`src/rtl/clock_pkg.sv`:
```
// Shared types, limits and BCD helpers for the multi-alarm clock.
// The ST_SNOOZE state exists only when CLOCK_SNOOZE_EN is defined.
package clock_pkg;

    localparam logic [7:0] MAX_HH = 8'd23;
    localparam logic [7:0] MAX_MS = 8'd59;

    typedef logic [3:0] bcd_digit_t;

    typedef struct packed {
        bcd_digit_t hh_t;
        bcd_digit_t hh_u;
        bcd_digit_t mm_t;
        bcd_digit_t mm_u;
        bcd_digit_t ss_t;
        bcd_digit_t ss_u;
    } bcd_time_t;

    typedef enum logic [1:0] {
        ST_IDLE   = 2'd0,
        ST_RING   = 2'd1
`ifdef CLOCK_SNOOZE_EN
        ,
        ST_SNOOZE = 2'd2
`endif
    } state_t;

    function automatic logic [7:0] bcd_pair_bin(input bcd_digit_t tens, input bcd_digit_t units);
        return 8'(tens) * 8'd10 + 8'(units);
    endfunction

    function automatic logic bcd_pair_legal(input bcd_digit_t tens, input bcd_digit_t units,
                                            input logic [7:0] max_val);
        return (units <= 4'd9) && (bcd_pair_bin(tens, units) <= max_val);
    endfunction

    // Two-digit BCD increment that wraps to 00 after max_val; bit 8 is the carry out.
    function automatic logic [8:0] bcd_pair_inc(input bcd_digit_t tens, input bcd_digit_t units,
                                                input logic [7:0] max_val);
        logic [8:0] res;
        if (bcd_pair_bin(tens, units) == max_val) begin
            res = {1'b1, 8'h00};
        end else if (units == 4'd9) begin
            res = {1'b0, tens + 4'd1, 4'd0};
        end else begin
            res = {1'b0, tens, units + 4'd1};
        end
        return res;
    endfunction

endpackage

```
`src/rtl/bcd_time_counter.sv`:
```
// Seconds prescaler plus 24-hour BCD time-of-day register with a validated load.
// time_upd flags the cycle right after any time change (increment or load).
module bcd_time_counter
    import clock_pkg::*;
#(
    parameter int unsigned M_FREQ = 20_000_000
) (
    input  logic        mclk,
    input  logic        rst,
    input  logic        load_time,
    input  logic [23:0] load_bcd,
    output logic [23:0] bcd_time,
    output logic        sec_pulse,
    output logic        time_upd
);

    localparam logic [31:0] PRESC_LAST = 32'(M_FREQ - 1);

    logic [31:0] presc_q, presc_d;
    bcd_time_t   time_q, time_d;
    logic        upd_q, upd_d;

    bcd_time_t   load_v;
    bcd_time_t   inc_v;
    logic        load_ok;
    logic [8:0]  ss_inc, mm_inc, hh_inc;

    // NOTE: every signal written here gets a default first, so no path can infer a latch.
    always_comb begin
        load_v  = bcd_time_t'(load_bcd);
        load_ok = load_time
               && bcd_pair_legal(load_v.hh_t, load_v.hh_u, MAX_HH)
               && bcd_pair_legal(load_v.mm_t, load_v.mm_u, MAX_MS)
               && bcd_pair_legal(load_v.ss_t, load_v.ss_u, MAX_MS);

        ss_inc = bcd_pair_inc(time_q.ss_t, time_q.ss_u, MAX_MS);
        mm_inc = bcd_pair_inc(time_q.mm_t, time_q.mm_u, MAX_MS);
        hh_inc = bcd_pair_inc(time_q.hh_t, time_q.hh_u, MAX_HH);

        inc_v = time_q;
        {inc_v.ss_t, inc_v.ss_u} = ss_inc[7:0];
        if (ss_inc[8]) begin
            {inc_v.mm_t, inc_v.mm_u} = mm_inc[7:0];
            if (mm_inc[8]) begin
                {inc_v.hh_t, inc_v.hh_u} = hh_inc[7:0];
            end
        end

        sec_pulse = (presc_q == PRESC_LAST);
        presc_d   = sec_pulse ? '0 : presc_q + 32'd1;
        time_d    = time_q;
        upd_d     = 1'b0;

        // A legal load wins over a coinciding second tick and restarts the second.
        if (load_ok) begin
            time_d  = load_v;
            presc_d = '0;
            upd_d   = 1'b1;
        end else if (sec_pulse) begin
            time_d  = inc_v;
            upd_d   = 1'b1;
        end
    end

    // NOTE: sequential state uses non-blocking (<=) so every flop samples pre-edge values.
    always_ff @(posedge mclk or posedge rst) begin
        if (rst) begin
            presc_q <= '0;
            time_q  <= '0;
            upd_q   <= 1'b0;
        end else begin
            presc_q <= presc_d;
            time_q  <= time_d;
            upd_q   <= upd_d;
        end
    end

    assign bcd_time = time_q;
    assign time_upd = upd_q;

endmodule

```
`src/rtl/multi_alarm_clock.sv`:
```
// Time-of-day clock with N alarm slots and a ring/snooze FSM driving the buzzer.
// Define CLOCK_SNOOZE_EN to build the SNOOZE state; otherwise the snooze input is ignored.
module multi_alarm_clock
    import clock_pkg::*;
#(
    parameter  int unsigned M_FREQ      = 20_000_000,
    parameter  int unsigned N_ALARMS    = 4,
    parameter  int unsigned RING_SECS   = 5,
    parameter  int unsigned SNOOZE_SECS = 300,
    localparam int          IDX_W       = (N_ALARMS > 1) ? $clog2(N_ALARMS) : 1
) (
    input  logic                mclk,
    input  logic                rst,
    input  logic                load_time,
    input  logic [23:0]         load_bcd,
    input  logic                alarm_wr,
    input  logic [IDX_W-1:0]    alarm_idx,
    input  logic [15:0]         alarm_bcd,
    input  logic                alarm_en_in,
    input  logic                snooze,
    input  logic                stop,
    output logic [23:0]         bcd_time,
    output logic                sec_pulse,
    output logic                buzzer,
    output logic [IDX_W-1:0]    ring_idx,
    output logic [N_ALARMS-1:0] alarm_armed
);

    localparam logic [7:0] RING_INIT = 8'(RING_SECS);

    logic time_upd;

    bcd_time_counter #(
        .M_FREQ (M_FREQ)
    ) u_time (
        .mclk      (mclk),
        .rst       (rst),
        .load_time (load_time),
        .load_bcd  (load_bcd),
        .bcd_time  (bcd_time),
        .sec_pulse (sec_pulse),
        .time_upd  (time_upd)
    );

    // ---------------- alarm bank ----------------
    logic [15:0]         alarm_hhmm_q [N_ALARMS];
    logic [15:0]         alarm_hhmm_d [N_ALARMS];
    logic [N_ALARMS-1:0] alarm_en_q, alarm_en_d;
    logic                wr_ok;

    always_comb begin
        wr_ok = alarm_wr
             && (32'(alarm_idx) < N_ALARMS)
             && bcd_pair_legal(alarm_bcd[15:12], alarm_bcd[11:8], MAX_HH)
             && bcd_pair_legal(alarm_bcd[7:4],   alarm_bcd[3:0],  MAX_MS);
        alarm_hhmm_d = alarm_hhmm_q;
        alarm_en_d   = alarm_en_q;
        for (int i = 0; i < int'(N_ALARMS); i++) begin
            if (wr_ok && (alarm_idx == IDX_W'(i))) begin
                alarm_hhmm_d[i] = alarm_bcd;
                alarm_en_d[i]   = alarm_en_in;
            end
        end
    end

    // NOTE: the slot array is small and must read 00:00/disabled after reset, so it is reset like any flop.
    always_ff @(posedge mclk or posedge rst) begin
        if (rst) begin
            for (int i = 0; i < int'(N_ALARMS); i++) begin
                alarm_hhmm_q[i] <= '0;
            end
            alarm_en_q <= '0;
        end else begin
            alarm_hhmm_q <= alarm_hhmm_d;
            alarm_en_q   <= alarm_en_d;
        end
    end

    assign alarm_armed = alarm_en_q;

    // Scan from the top so the lowest matching slot is the one left standing.
    logic             match_hit;
    logic [IDX_W-1:0] match_idx;

    always_comb begin
        match_hit = 1'b0;
        match_idx = '0;
        for (int i = int'(N_ALARMS) - 1; i >= 0; i--) begin
            if (alarm_en_q[i] && (alarm_hhmm_q[i] == bcd_time[23:8])) begin
                match_hit = 1'b1;
                match_idx = IDX_W'(i);
            end
        end
        if (!(time_upd && (bcd_time[7:0] == 8'h00))) begin
            match_hit = 1'b0;
        end
    end

    // ---------------- ring / snooze FSM ----------------
    state_t           state_q, state_d;
    logic [IDX_W-1:0] ring_idx_q, ring_idx_d;
    logic [7:0]       ring_cnt_q, ring_cnt_d;
    logic             ring_slot_wr;

    assign ring_slot_wr = wr_ok && (alarm_idx == ring_idx_q);

`ifdef CLOCK_SNOOZE_EN
    localparam logic [11:0] SNOOZE_INIT = 12'(SNOOZE_SECS);
    logic [11:0] snooze_cnt_q, snooze_cnt_d;
`else
    logic snooze_unused;
    assign snooze_unused = snooze;
`endif

    always_comb begin
        state_d    = state_q;
        ring_idx_d = ring_idx_q;
        ring_cnt_d = ring_cnt_q;
`ifdef CLOCK_SNOOZE_EN
        snooze_cnt_d = snooze_cnt_q;
`endif
        case (state_q)
            ST_IDLE: begin
                if (match_hit) begin
                    state_d    = ST_RING;
                    ring_idx_d = match_idx;
                    ring_cnt_d = RING_INIT;
                end
            end
            ST_RING: begin
                if (ring_slot_wr || stop) begin
                    state_d = ST_IDLE;
`ifdef CLOCK_SNOOZE_EN
                end else if (snooze) begin
                    state_d      = ST_SNOOZE;
                    snooze_cnt_d = SNOOZE_INIT;
`endif
                end else if (sec_pulse) begin
                    ring_cnt_d = ring_cnt_q - 8'd1;
                    if (ring_cnt_q <= 8'd1) begin
                        state_d    = ST_IDLE;
                        ring_cnt_d = '0;
                    end
                end
            end
`ifdef CLOCK_SNOOZE_EN
            ST_SNOOZE: begin
                if (ring_slot_wr || stop) begin
                    state_d = ST_IDLE;
                end else if (sec_pulse) begin
                    snooze_cnt_d = snooze_cnt_q - 12'd1;
                    if (snooze_cnt_q <= 12'd1) begin
                        state_d      = ST_RING;
                        snooze_cnt_d = '0;
                        ring_cnt_d   = RING_INIT;
                    end
                end
            end
`endif
            default: state_d = ST_IDLE;
        endcase
    end

    always_ff @(posedge mclk or posedge rst) begin
        if (rst) begin
            state_q    <= ST_IDLE;
            ring_idx_q <= '0;
            ring_cnt_q <= '0;
`ifdef CLOCK_SNOOZE_EN
            snooze_cnt_q <= '0;
`endif
        end else begin
            state_q    <= state_d;
            ring_idx_q <= ring_idx_d;
            ring_cnt_q <= ring_cnt_d;
`ifdef CLOCK_SNOOZE_EN
            snooze_cnt_q <= snooze_cnt_d;
`endif
        end
    end

    // Decoded straight from the async-reset state flop so reset silences it without a clock.
    assign buzzer   = (state_q == ST_RING);
    assign ring_idx = ring_idx_q;

endmodule

```
`config.mk`:
```
export PLATFORM = sky130hd
export DESIGN_NAME = multi_alarm_clock
export DESIGN_NICKNAME = d
export VERILOG_FILES = /design/src/rtl/clock_pkg.sv /design/src/rtl/bcd_time_counter.sv /design/src/rtl/multi_alarm_clock.sv
export SDC_FILE = /design/constraint.sdc
export NUM_CORES = 1
export LEC_CHECK = 0
export ABC_AREA = 1
export ABC_CLOCK_PERIOD_IN_PS = 6950
export CELL_PAD_IN_SITES_DETAIL_PLACEMENT = 1
export CELL_PAD_IN_SITES_GLOBAL_PLACEMENT = 2
export CORE_MARGIN = 2
export CORE_UTILIZATION = 34
export CTS_CLUSTER_DIAMETER = 60
export DETAILED_ROUTE_END_ITERATION = 10
export GPL_TIMING_DRIVEN = 0
export PLACE_DENSITY = 0.87
export REMOVE_ABC_BUFFERS = 1
export SKIP_CTS_REPAIR_TIMING = 1
export SLEW_MARGIN = 10
export SYNTH_ARGS = -nofsm -noshare
export SYNTH_HDL_FRONTEND = slang
export SYNTH_SLANG_ARGS = --single-unit
export TNS_END_PERCENT = 1
```
`constraint.sdc`:
```
create_clock -name mclk -period 6.95 [get_ports mclk]
set_input_delay 1.7375 -clock mclk [delete_from_list [all_inputs] [get_ports mclk]]
set_output_delay 1.7375 -clock mclk [all_outputs]
set_load 0.01 [all_outputs]
```
# Word level (Yosys, flattened, before mapping)
# Index checks and enable logic that the tools add are counted.
# totals
out_inout_bits,32
regBits,137
in_bits,49
elab_cells,147
# classes
add_sub_neg,16
n_eq_ne,21
n_lt_le_gt_ge,11
n_reduce_logical,39
mux,33
mul,8
# ops
operator,count
2-to-1 mux 8 bit,9
adder 8 x 4 -> 8 bit,8
equality test 16 bit,4
2-to-1 mux 32 bit,2
"multiplier 4 x 3 -> 7 bit, second input constant",8
2-to-1 mux 24 bit,2
"adder 32 x 1 -> 32 bit, second input constant",1
"equality test 32 x 25 -> 1 bit, second input constant",1
"adder 4 x 1 -> 4 bit, second input constant",6
"<= comparator 8 x 6 -> 1 bit, second input constant",3
"<= comparator 4 bit, second input constant",5
logical AND 1 bit,20
2-to-1 mux 9 bit,2
"equality test 8 x 6 -> 1 bit, second input constant",2
"<= comparator 8 x 5 -> 1 bit, second input constant",2
2-to-1 mux 16 bit,1
2-to-1 mux 2 bit,8
one-hot mux 8 bit (2 select lines),1
"equality test 4 bit, second input constant",3
AND reduction 3 bit,3
nonzero test 3 bit,3
"equality test 8 x 5 -> 1 bit, second input constant",1
"<= comparator 8 x 1 -> 1 bit, second input constant",1
logical NOT 8 bit,1
other kinds (14),31

# Depth between registers and ports, before layout
# depth
ltp_word,10
depth_mapped,21
ltp_nobuf,19

# Modules after synthesis
# From an unflattened synthesis, not the netlist that was laid out.
# unflattened
cells_unflattened,1531
area_unflattened_um2,10834.1
# by_module_without_submodules
mod,cells_per_inst,area_per_inst_um2,seq_area_each_um2,n_inst
multi_alarm_clock,790,5547.8,1976.9,1
bcd_time_counter,741,5286.3,1426.4,1

# Worst setup path after synthesis
# Ideal clock, no wire load.
# synth_path
path_kind,input port to flip-flop
start,in load_bcd[21]
end,reg u_time.time_q (netlist bit u_time.bcd_time[6])
slack_ns,2.883
path_buffers,2
arrival_time_ns,3.951
path_stages,18
required_ns,6.833
setup_time_ns,0.117
path_cell_list,ha_1 > ha_1 > fa_1 > nand2_1 > inv_1 > nand2_1 > nor2_1 > nor2_1 > nor2_2 > nand2_1 > nor2_2 > nand2_2 > buf_6 > buf_6 > nand3_1 > nand2_1 > nand2_1 > nand2_1
# synth_between
elab_chain_cells,9
word_cells_on_any_way,11
classes_between,1 x add/sub; 1 x mul; 1 x order compare; 1 x mux; 7 x reduce/logical
# synth_lines
item,line,text
start: declaration,multi_alarm_clock.sv:15,"input logic [23:0] load_bcd,"
multiplier 4 x 3 -> 7 bit (*),clock_pkg.sv:29,return 8'(tens) * 8'd10 + 8'(units);
adder 8 x 4 -> 8 bit (*),clock_pkg.sv:29,
<= comparator 8 x 5 -> 1 bit (*),clock_pkg.sv:34,"return (units <= 4'd9) && (bcd_pair_bin(tens, units) <= max_val);"
logical AND 1 bit (*),clock_pkg.sv:34,
logical AND 1 bit (*),bcd_time_counter.sv:32,"&& bcd_pair_legal(load_v.hh_t, load_v.hh_u, MAX_HH)"
logical AND 1 bit (*),bcd_time_counter.sv:33,"&& bcd_pair_legal(load_v.mm_t, load_v.mm_u, MAX_MS)"
logical AND 1 bit (*),bcd_time_counter.sv:34,"&& bcd_pair_legal(load_v.ss_t, load_v.ss_u, MAX_MS);"
nonzero test 3 bit (no source line) or nonzero test 2 bit (tied branches),-,
AND reduction 2 bit (no source line),-,
end signal: assignment,bcd_time_counter.sv:73,time_q <= time_d;
end: declaration,bcd_time_counter.sv:20,"bcd_time_t time_q, time_d;"
# Every way passes the cells marked *; elsewhere a longest branch is shown, timed or not.
# A chain may end at the register's enable or synchronous reset.

# Final worst setup path
# layout_path
start,in load_bcd[15]
end,reg u_time.time_q (netlist bit u_time.bcd_time[6])
# layout_between
elab_chain_cells,8
word_cells_on_any_way,10
classes_between,1 x add/sub; 1 x mul; 1 x order compare; 1 x mux; 6 x reduce/logical
# layout_lines
item,line
multiplier 4 x 3 -> 7 bit (*),clock_pkg.sv:29
adder 8 x 4 -> 8 bit (*),clock_pkg.sv:29
<= comparator 8 x 6 -> 1 bit (*),clock_pkg.sv:34
logical AND 1 bit (*),clock_pkg.sv:34
logical AND 1 bit (*),bcd_time_counter.sv:33
logical AND 1 bit (*),bcd_time_counter.sv:34
nonzero test 3 bit (no source line) or nonzero test 2 bit (tied branches),-
AND reduction 2 bit (no source line),-
# Marked as above.

==> impl_summary.log <==
[metrics] die span in y: 180 microns
[metrics] antenna violations before repair: 0
[metrics] final number of hold-violating endpoints: 0
[metrics] master of the slowest instance on the critical path: nand2_1
[metrics] number of clock buffers inserted by TritonCTS: 17
[metrics] DRC violation count after routing: 0
[metrics] sequential share of the synthesized area: 32.3%
[metrics] area share of the largest cell type after synthesis: 32.3%
[metrics] Top cell by count, worst path: nand2_1
[metrics] chain of cells forming the critical path: clkdlybuf4s50_1, ha_1, ha_1, inv_1, fa_1, nor2_1, nand3_1, nand2_1, nand2_1, nand2_1, inv_1, nand3_1, nor2_2, nand2_2, nand2_1, nand2_1, clkinv_2, nand2_1, nand2_1
[metrics] area growth from synthesis to final layout: 16.0%
[metrics] final number of max-transition violations: 0
[metrics] Min-Delay Path Class: reg -> reg
[metrics] worst-case clock skew: 12.8 ps
[metrics] result of the run: finished clean
[metrics] global-route wire length before repair: 56400 microns
[metrics] power after layout: 0.00269 W
[metrics] initial cell density of the core: 34.5%
[metrics] post-layout minimum cycle time: 5850 ps
[metrics] final WL: 34200 microns
[metrics] top cells by area, synth: dfrtp_1, nand2_1, ha_1, inv_1, nor2_1
[metrics] Highest Clock Rate: 171 MHz
[metrics] Top FF cell, synth: dfrtp_1
[metrics] average instance area after synthesis: 6.85 sq um
[metrics] Critical Path Start Type: primary input
[metrics] Die Footprint: 32500 sq um
[metrics] proportion of synthesized flip-flops having asynchronous set or reset: 100%
[metrics] slew margin rel.: 27.2%
[metrics] total half-perimeter wirelength after legalization and detailed placement: 26400 microns
[metrics] critical path's largest stage delay: 830 ps
[metrics] number of clock sinks seen by CTS: 136
[metrics] delay-heaviest family, CP: simple AND/OR/NAND/NOR gates
[metrics] total via count in the routed design: 10000
[metrics] Worst Setup Path Type: in -> reg
[metrics] setup slack of the critical path after layout: 1100 ps
[metrics] synth unique cells: 41
[metrics] Clk Tree Root Cell: clkbuf_16
[metrics] P_leak: 6.18 nW
[metrics] largest net degree at the start of global routing: 73
[metrics] crit end category: flop
[metrics] Iter 0 DRT Violations: 397
[metrics] CP Data Arrival Time: 6180 ps
[metrics] die outline width: 180 microns
[metrics] setup repair after global routing missed its margin: false
[metrics] Clock Pin Slew Worst Setup and Hold Paths: 70 ps
[metrics] fraction of layout instances using a drive strength above 1: 3.70%
[metrics] number of register bits inferred by synthesis: 136
[metrics] Worst-Skew Late Latency: 440 ps
[metrics] # Max-Cap Violations: 0
[metrics] routability congestion estimate: 0.873
[metrics] number of warnings printed during yosys synthesis: 0
[metrics] count of antenna-violating nets left after detailed routing: 0
[metrics] via count of the first global-routing pass: 10600
[metrics] EDFF count, synth: 0
[metrics] net count reported at finish: 1742
[metrics] final clock period utilization by the worst path: 84.1%
[metrics] CTS HTree Levels: 4
[metrics] routed via count divided by cell count: 4.97
[metrics] dpl ws: 579 ps
[metrics] worst path required time: 7280 ps
[metrics] largest area contributor in the netlist: dfrtp_1
[metrics] CP Buf/Inv Count: 4
[metrics] Initial DRT Pass Iterations: 5
[metrics] clock tree buffer depth: 2
[metrics] leftover overflow at the end of global routing: 0
[metrics] setup violators final: 0
[metrics] number of rows in the core area: 64
[metrics] core region area: 30600 sq um
[metrics] Cell Pwr Density: 219 nW/um^2
[metrics] gate count after technology mapping: 1541
[metrics] biggest fanout along the worst timing path: 30
[metrics] total I/O pin count: 81
[metrics] GR Util All Layers: 21.7%
[metrics] transition at the pin with the smallest max-transition slack: 1090 ps
[metrics] number of buffer cells added on primary ports: 79
[metrics] post-synthesis instance area: 10600 sq um
[metrics] maximum ir drop on the vdd rail: 0.177 mV
[metrics] wire length per cell after detailed routing: 17.0 microns
[metrics] TritonCTS clock tree: built
[metrics] number of diodes: 0
-- registers in the layout, indices dropped and copies added, names as in the netlist --
register	flops
u_time.presc_q	32
ring_idx	2
u_time.bcd_time	24
alarm_armed	4
ring_cnt_q	8
state_q	1
u_time.time_upd	1
alarm_hhmm_q	64
-- stage by stage --
step                      util [%]  std cells  hold WS [ps]  setup TNS (ps)  cell area [sq um]
after floorplan                  -       1508           433               0              10400
after global placement        38.0       1983           445          -97710              11600
after detailed placement      38.2       1984           453               0              11700
after CTS                     40.0       2016           460               0              12200
after global routing          40.0       2016           493               0              12200
final                         40.0       2016           457               0              12200
-- Yosys cell counts, types with 14 or more instances --
master / count
nor2_1: 154
ha_1: 70
inv_1: 201
fa_1: 16
o21ai_0: 81
nand2_1: 527
dfrtp_1: 136
a21oi_1: 20
nand3b_1: 14
nand3_1: 95
nand4_1: 37
xnor2_1: 20
xor2_1: 35
nor3_1: 35
-- where the power goes --
| group | internal (W) | leakage (nW) | total, W | switching (W) |
|---|---|---|---|---|
| clock network | 0.000527 | 0.266 | 0.000904 | 0.000377 |
| logic | 0.000299 | 4.15 | 0.000745 | 0.000446 |
| registers | 0.000905 | 1.77 | 0.00104 | 0.000132 |
| total | 0.00173 | 6.18 | 0.00269 | 0.000954 |
-- routing by layer --
layer | GRT usage, % | up-vias | share of wire [%]
met5 | 0 | - | 0
met4 | 5.77 | 0 | 1.8
met3 | 2.57 | 36 | 2.4
met2 | 36.9 | 125 | 48
met1 | 29.1 | 4854 | 48
li1 | - | 5004 | -
-- cell families (layout without fill, tap and decap cells) --
kind of cell	Yosys count	after routing	share of synthesized area [%]
flops	136	136	32.3
buf+inv	241	320	9.37
xor+xnor	55	55	4.57
compound gates	127	127	6.44
fa+ha+maj	86	86	11.3
simple gates	896	896	36.0
-- cells in the final DEF, fill, tap and decap left out, types with 4 or more instances in the layout --
| cell type | instances |
|---|---|
| a21oi_1 | 20 |
| clkbuf_16 | 17 |
| clkdlybuf4s50_1 | 79 |
| clkinv_2 | 5 |
| clkinvlp_4 | 4 |
| dfrtp_1 | 136 |
| fa_1 | 16 |
| ha_1 | 70 |
| inv_1 | 200 |
| inv_2 | 4 |
| nand2_1 | 527 |
| nand3_1 | 95 |
| nand3_2 | 4 |
| nand3b_1 | 14 |
| nand4_1 | 37 |
| nor2_1 | 154 |
| nor3_1 | 35 |
| nor3b_1 | 8 |
| nor4_1 | 6 |
| o21a_1 | 4 |
| o21ai_0 | 81 |
| o21ai_1 | 11 |
| or2_2 | 6 |
| xnor2_1 | 20 |
| xor2_1 | 35 |
-- worst paths after layout --
| kind | slack [ps] | cells past startpoint | start | end |
|---|---|---|---|---|
| worst max-delay path | 1100 | 19 | load_bcd[15] | u_time.bcd_time[6] |
| worst min-delay path | 460 | 1 | u_time.presc_q[0] | u_time.presc_q[0] |
| worst max register to register | 3460 | 13 | u_time.bcd_time[23] | u_time.bcd_time[22] |
| worst min register to register | 460 | 1 | u_time.presc_q[0] | u_time.presc_q[0] |
| max in group asynchronous | 4470 | 3 | rst | alarm_hhmm_q[8] |
| min in group asynchronous | 1760 | 2 | rst | ring_cnt_q[4] |
-- final cells by class --
type                    count  area, sq um
flip-flops and latches    136         3400
inverters                 208          797
clock inverters            12          128
repair buffers             80          818
clock buffers              20          437
fillers                  3962        18300
multi-input cells        1164         6160
well taps                 396          495
-- worst reg2reg max path, delay by kind of cell (launching register included) --
kind | cells | cell delay (ps)
and+or+nand+nor | 7 | 1050
buffers and inverters | 1 | 110
DFF | 1 | 790
adders and majority gates | 3 | 1100
AOI/OAI and AO/OA | 2 | 340
Power figures use the tool's default switching activity.
